`src/rtl/decode_rat_checkpoint_ctrl.sv`:
```
// Allocation / retirement controller for the 4-entry RAT checkpoint store.
// Hands out slots and 4-bit branch IDs in program order, frees or recovers
// the oldest checkpoint at branch commit, and flags protocol violations.
module decode_rat_checkpoint_ctrl (
  input  logic       clk,
  input  logic       reset,
  input  logic       snoop_hit,
  input  logic       alloc_req,
  output logic       alloc_ready,
  output logic [3:0] alloc_bid,
  output logic       cp_wea,
  output logic [1:0] cp_addra,
  input  logic       bco_valid,
  input  logic [3:0] bco_bid,
  input  logic       bco_mispredict,
  output logic       cp_web,
  output logic [1:0] cp_addrb,
  output logic       cp_wef,
  output logic [3:0] cp_dinf_bid,
  input  logic [3:0] cp_valid,
  output logic       recover_valid,
  output logic [3:0] recover_bid,
  output logic [2:0] count,
  output logic       err
);

  typedef enum logic {IDLE, RECOVER} state_t;

  state_t     state, state_nxt;
  logic [3:0] head, tail, rec_bid;
  logic [3:0] head_nxt, tail_nxt, rec_bid_nxt;
  logic [3:0] occ;
  logic [3:0] occ_mask;
  logic       nonempty, flush_now, bco_ok, err_nxt;

  // Occupancy, handshakes and zero-latency strobes to the store.
  always_comb begin
    occ           = tail - head;
    count         = occ[2:0];
    nonempty      = (occ != 4'd0);
    flush_now     = snoop_hit | (bco_valid & bco_mispredict & nonempty);
    alloc_ready   = ~reset & (occ < 4'd4) & (state == IDLE) & ~flush_now;
    cp_wea        = alloc_req & alloc_ready;
    cp_addra      = tail[1:0];
    alloc_bid     = tail;
    bco_ok        = ~reset & bco_valid & nonempty & (bco_bid == head);
    cp_wef        = bco_ok & ~bco_mispredict;
    cp_web        = bco_ok & bco_mispredict;
    cp_dinf_bid   = bco_bid;
    recover_valid = (state == RECOVER);
    recover_bid   = rec_bid;
    cp_addrb      = recover_valid ? rec_bid[1:0] : head[1:0];
  end

  // Slots expected valid in the store: head[1:0] .. head[1:0]+count-1 (mod 4).
  always_comb begin
    occ_mask = '0;
    for (int unsigned i = 0; i < 4; i++) begin
      logic [1:0] off;
      off = 2'(i) - head[1:0];
      occ_mask[i] = ({1'b0, off} < count);
    end
  end

  // Next-state, pointer moves and sticky error detection.
  always_comb begin
    state_nxt   = IDLE;
    head_nxt    = head;
    tail_nxt    = tail + {3'b000, cp_wea};
    rec_bid_nxt = rec_bid;
    case (state)
      IDLE:    state_nxt = cp_web ? RECOVER : IDLE;
      RECOVER: state_nxt = IDLE;
      default: state_nxt = IDLE;
    endcase
    // A flush (snoop or mispredict) empties the ring; allocation is blocked
    // that cycle, so the current tail is the right target for head.
    if (snoop_hit | cp_web)
      head_nxt = tail;
    else if (cp_wef)
      head_nxt = head + 4'd1;
    if (cp_web)
      rec_bid_nxt = head;
    err_nxt = err
            | (bco_valid & ~nonempty)
            | (bco_valid & (bco_bid != head))
            | (cp_wea & cp_valid[tail[1:0]])
            | ((state == IDLE) & ~cp_wea & ~cp_web & ~cp_wef & (cp_valid != occ_mask));
  end

  // State and pointer registers.
  always_ff @(posedge clk or posedge reset) begin
    if (reset) begin
      state   <= IDLE;
      head    <= '0;
      tail    <= '0;
      rec_bid <= '0;
      err     <= 1'b0;
    end else begin
      state   <= state_nxt;
      head    <= head_nxt;
      tail    <= tail_nxt;
      rec_bid <= rec_bid_nxt;
      err     <= err_nxt;
    end
  end

endmodule

```
`config.mk`:
```
export PLATFORM = sky130hd
export DESIGN_NAME = decode_rat_checkpoint_ctrl
export DESIGN_NICKNAME = d
export VERILOG_FILES = /design/src/rtl/decode_rat_checkpoint_ctrl.sv
export SDC_FILE = /design/constraint.sdc
export NUM_CORES = 1
export LEC_CHECK = 0
export ABC_CLOCK_PERIOD_IN_PS = 3000
export CAP_MARGIN = 20
export CORE_UTILIZATION = 40
export DETAILED_ROUTE_END_ITERATION = 7
export PLACE_DENSITY = 0.75
export SETUP_SLACK_MARGIN = 0.5
export SLEW_MARGIN = 10
export SYNTH_ARGS = -nofsm -noshare
export SYNTH_HDL_FRONTEND = slang
export SYNTH_SLANG_ARGS = --single-unit
export TNS_END_PERCENT = 1
```
`constraint.sdc`:
```
create_clock -name clk -period 3 [get_ports clk]
set_input_delay 0.9 -clock clk [delete_from_list [all_inputs] [get_ports clk]]
set_output_delay 0.9 -clock clk [all_outputs]
set_load 0.1 [all_outputs]
```
# Word level (Yosys, flattened, before mapping)
# Index checks and enable logic that the tools add are counted.
[op_classes]
n_eq_ne = 3
add_sub_neg = 7
bitwise_logic = 32
order_cmp = 6
reduce_logical = 2
n_mux = 7
[ops]
columns = ["cell", "n"]
rows = [
  ["AND 1 bit", 18],
  ["< comparator 2 x 3 -> 1 bit", 4],
  ["two-way mux 4 bit", 2],
  ["!= test 4 bit", 2],
  ["NOT 1 bit", 8],
  ["OR 1 bit", 6],
  ["adder 4 x 1 -> 4 bit", 1],
  ["adder 4 x 1 -> 4 bit (second input constant)", 1],
  ["equality test 4 bit", 1],
  ["< comparator 4 x 3 -> 1 bit (second input constant)", 1],
  ["nonzero test 4 bit", 1],
  ["subtractor 1 x 2 -> 2 bit (first input constant)", 2],
  ["subtractor 2 bit (first input constant)", 2],
  ["subtractor 4 bit", 1],
  ["< comparator 2 x 3 -> 1 bit (second input constant)", 1],
  ["binary-select mux 1 bit (select 2 bit)", 1],
  ["two-way mux 1 bit", 2],
  ["two-way mux 2 bit", 1],
  ["case mux 1 bit (2 select lines)", 1],
  ["nonzero test 2 bit", 1],
]
[totals]
inputBits = 14
reg_bits = 14
output_inout_bits = 25

# Depth between registers and ports, before layout
[depth]
depth_word = 13
depth_mapped = 10

# Least setup slack after synthesis
# No wires, ideal clock.
[synth_timing]
path_kind = "register to output"
startpoint = "register tail[0], in the netlist alloc_bid[0]"
endpoint = "output port cp_wef"
n_path_buf = 0
setup_slack_ns = -2.271
arrival_time_ns = 4.371
path_stages_with_launch = 9
path_cell_list = "dfrtp_1 -> inv_1 -> ha_1 -> fa_1 -> xor2_1 -> inv_1 -> or4_4 -> and2_4 -> nor2b_1"
[synth_via]
elab_chain_cells = 5
[synth_rtl]
columns = ["item", "line", "text"]
rows = [
  ["start: declaration", "30", "logic [3:0] head, tail, rec_bid;"],
  ["start signal: assignment", "102", "tail <= tail_nxt;"],
  ["subtractor 4 bit", "38", "occ = tail - head;"],
  ["via count[2]", "23", "output logic [2:0] count,"],
  ["nonzero test 4 bit", "40", "nonempty = (occ != 4'd0);"],
  ["AND 1 bit (2 in series)", "46", "bco_ok = ~reset & bco_valid & nonempty & (bco_bid == head);"],
  ["AND 1 bit", "47", "cp_wef = bco_ok & ~bco_mispredict;"],
  ["end: declaration", "18", "output logic cp_wef,"],
]
# The timed path passes the listed nets, and every way through them passes these cells.

# Worst setup path in the final report
[layout_timing]
startpoint = "register tail[0], in the netlist alloc_bid[0]"
endpoint = "output port cp_web"
[layout_via]
elab_chain_cells = 5
[layout_rtl]
columns = ["item", "line", "text"]
rows = [
  ["subtractor 4 bit", "38", ""],
  ["nonzero test 4 bit", "40", ""],
  ["AND 1 bit (2 in series)", "46", ""],
  ["AND 1 bit", "48", "cp_web = bco_ok & bco_mispredict;"],
  ["end: declaration", "16", "output logic cp_web,"],
]
# Every way passes these cells.

==> reports/results.tsv <==
stage	metric	value	unit
route	Top Layer Used	met4	
critical_path	CP arrival	2570	ps
hold_path	Hold Path Sink	err	
route	First-pass DRT Iterations	4	
route	wl on met1	1.328	mm
hold_path	hold path cells	2	
critical_path	Critical path buffers and inverters	3	
global_routing	GRT overflow	0	
critical_path	CP Max Fanout	3	
floorplanning	Initial Util	0.4345	
timing	Max Clk Rate	288.1	MHz
critical_path	Crit Path Category	flop to primary output	
timing	fin crit share	1.157	
synth	post-synthesis async set-or-reset flop share	1.000	
timing	max_slew headroom	0.6161	
route	Routed Antenna Nets	0	
critical_path	worst r2r path cells	10	
critical_path	slowest stage delay, CP	550	ps
critical_path	CP startpoint kind	flop	
clocking	CTS sink cnt	14	
placed_design	gp weighted congestion	0.8622	
global_routing	vias in the first global route	1075	
global_routing	first-pass GRT wire length	4.885	mm
critical_path	setup slack, reg-to-reg	310	ps
placed_design	Area after DPL	1799	sq um
critical_path	crit end category	primary output	
critical_path	worst endpoint required time	2100	ps
route	drt total wl	3.105	mm
critical_path	r2r endpoint	head[3]	
layout	# fillers	172	
synth	Synth area leader	dfrtp_1	
timing	endpoints failing setup	4	
synth	Synth top cells by count	14 x dfrtp_1, 13 x inv_1, 11 x ha_1	
floorplanning	Ports	39	
clocking	total CTS buffers	3	
clocking	CTS root buf	clkbuf_4	
route	via count	1063	
route	1st-iter DRT viols	8	
timing	skew final	7.209	ps
clocking	Max Root-Sink Buffers	2	
placed_design	Placement Setup Slack	-450.0	ps
clocking	CTS Hold Bufs	0	
synth	Seq cells post-synth	14	
floorplanning	Core Region	2522	sq um
hold_path	HP Class	flop to flop	
timing	Hold Violations, Final	0	
run_status	status	finished, violations left	
timing	Worst-Margin Slew	575.2	ps
placed_design	Post-DP HPWL	2.482	mm
timing	RSZ-0062 raised after global routing	yes	
route	vias per cell	5.038	
floorplanning	# rows	18	
route	DRC	0	
floorplanning	Die H	54.35	microns
synth	count leader, synth	dfrtp_1	
critical_path	Crit path max-delay family	simple AND/OR/NAND/NOR gates	
clocking	number of H-tree levels	1	
timing	Period minus WS final	3471	ps
hold_path	Worst Hold Launch	err	
synth	Post-synth top flop	dfrtp_1	
synth	register area share after synthesis	0.3196	
global_routing	largest net degree at the start of global routing	15	
synth	Syn Area/Cell	9.531	sq um
layout	P&R area growth vs syn	74.89	%
synth	Post-synth EDFFs	0	
timing	Pins Over Slew Limit	0	
timing	fin worst setup slack	-471.3	ps
clocking	CTS tree	built	
placed_design	port bufs	38	
synth	share of the synthesized area in the top cell type	0.3196	
critical_path	worst flop-to-flop path startpoint	alloc_bid[0]	
route	metal2 WL	1.624	mm
layout	layout cells sized above 1	0.4917	
synth	Net Count, Synth	141	
route	met3 wire length	119	microns
layout	final net count	208	
synth	top post-synthesis cells by area	dfrtp_1 32%, ha_1 13%, xnor2_1 4.8%	
synth	Mapped Cells	115	
timing	hold_ws	508.1	ps
critical_path	crit-path cells	inv_4, ha_4, fa_2, nand2_2, or4_4, and2_4, nand2_4, clkinvlp_4, buf_12	
job	max-cap violations	0	
floorplanning	Die ar.	2953	sq um
clocking	CTS clk-pin slew, worst paths	90	ps
layout	ant diodes	0	
layout	Core Util, Final	0.7599	
global_routing	GRT Util Overall	0.2413	
floorplanning	Die Width	54.35	microns
clocking	clk_lat worst skew	290	ps
run_status	violated checks	setup timing	
synth	distinct cell type count after synthesis	33	
layout	Final Cell Area	1917	sq um
synth	Synth Warn #	0	
critical_path	slowest CP cell	or4_4	
global_routing	initial antenna violation count	0	
synth	Post-Syn Area	1096	sq um
route	wire length per cell after detailed routing	14.72	microns
[per-layer routing]
metal,global-route usage,vias up
met5,0,-
met4,0.05128,0
met3,0.05833,4
met2,0.4451,30
met1,0.2782,506
li1,-,523
[registers in the layout, summed over array words and instances (netlist names)]
register / cells
recover_bid: 4
err: 1
recover_valid: 1
head: 4
alloc_bid: 4
[how the worst max path moves through the flow]
stage	startpoint	depth (start not counted)	slack (ps)	end
2_1_floorplan	alloc_bid[0]	9	-1240	cp_web
3_3_place_gp	bco_bid[2]	7	-360	cp_wef
3_5_place_dp	bco_bid[0]	7	-450	cp_wef
4_1_cts	alloc_bid[0]	9	-470	cp_web
5_1_grt	alloc_bid[0]	9	-540	cp_web
6_report	alloc_bid[0]	9	-470	cp_web
[per-stage QoR]
stage               instances  setup TNS (ps)
finish                    211           -1312
global route              211           -1607
detailed placement        204           -1427
global placement          204           -1263
floorplan                 115           -9967
CTS                       211           -1327
[logic make-up after synthesis]
family / synth area share
buf+inv: 0.08562
compound gates: 0.09589
xor+xnor: 0.09589
flops: 0.3196
fa+ha+maj: 0.1438
mux: 0.08904
simple gates: 0.1701
[layout by cell type, fill, tap and decap left out, types with 2 or more instances in the layout]
master	count
mux2i_1	2
o21ai_0	2
buf_4	42
a21oi_1	6
o21ai_1	5
buf_12	10
xnor2_1	6
dlygate4sd2_1	5
buf_6	3
clkdlybuf4s50_1	8
nor2_1	4
inv_1	9
ha_1	8
dfrtp_1	11
o22ai_1	2
nand3_1	3
xor2_1	5
clkinvlp_4	2
dfrtp_2	2
nor2b_1	4
clkbuf_4	3
nand2_1	6
ha_4	2
and3_4	2
mux2_2	4
[cell type report]
class,count,area (sq um),share of cell area
multi-input combinational,82,754.5,0.3936
timing repair buffer,68,673.1,0.3512
sequential,14,356.6,0.1860
inverter,13,58.81,0.03068
tap,30,37.54,0.01958
clock buffer,4,36.28,0.01893
[tightest hold or removal path: cells and delay by family, from the launching register on]
| kind | cells | cell delay, ps |
|---|---|---|
| DFF | 1 | 360 |
| AOI/OAI and AO/OA | 1 | 50 |
| and+or+nand+nor | 1 | 70 |
[timing repair]
item                       in CTS  in global routing
setup buffers                   3                  0
setup endpoints to repair      22                 18
resized for setup              22                  3
pin swaps                      13                  5
Power is not shown: default switching activity piles up to over one toggle a cycle in this logic, so the estimate is an artifact.
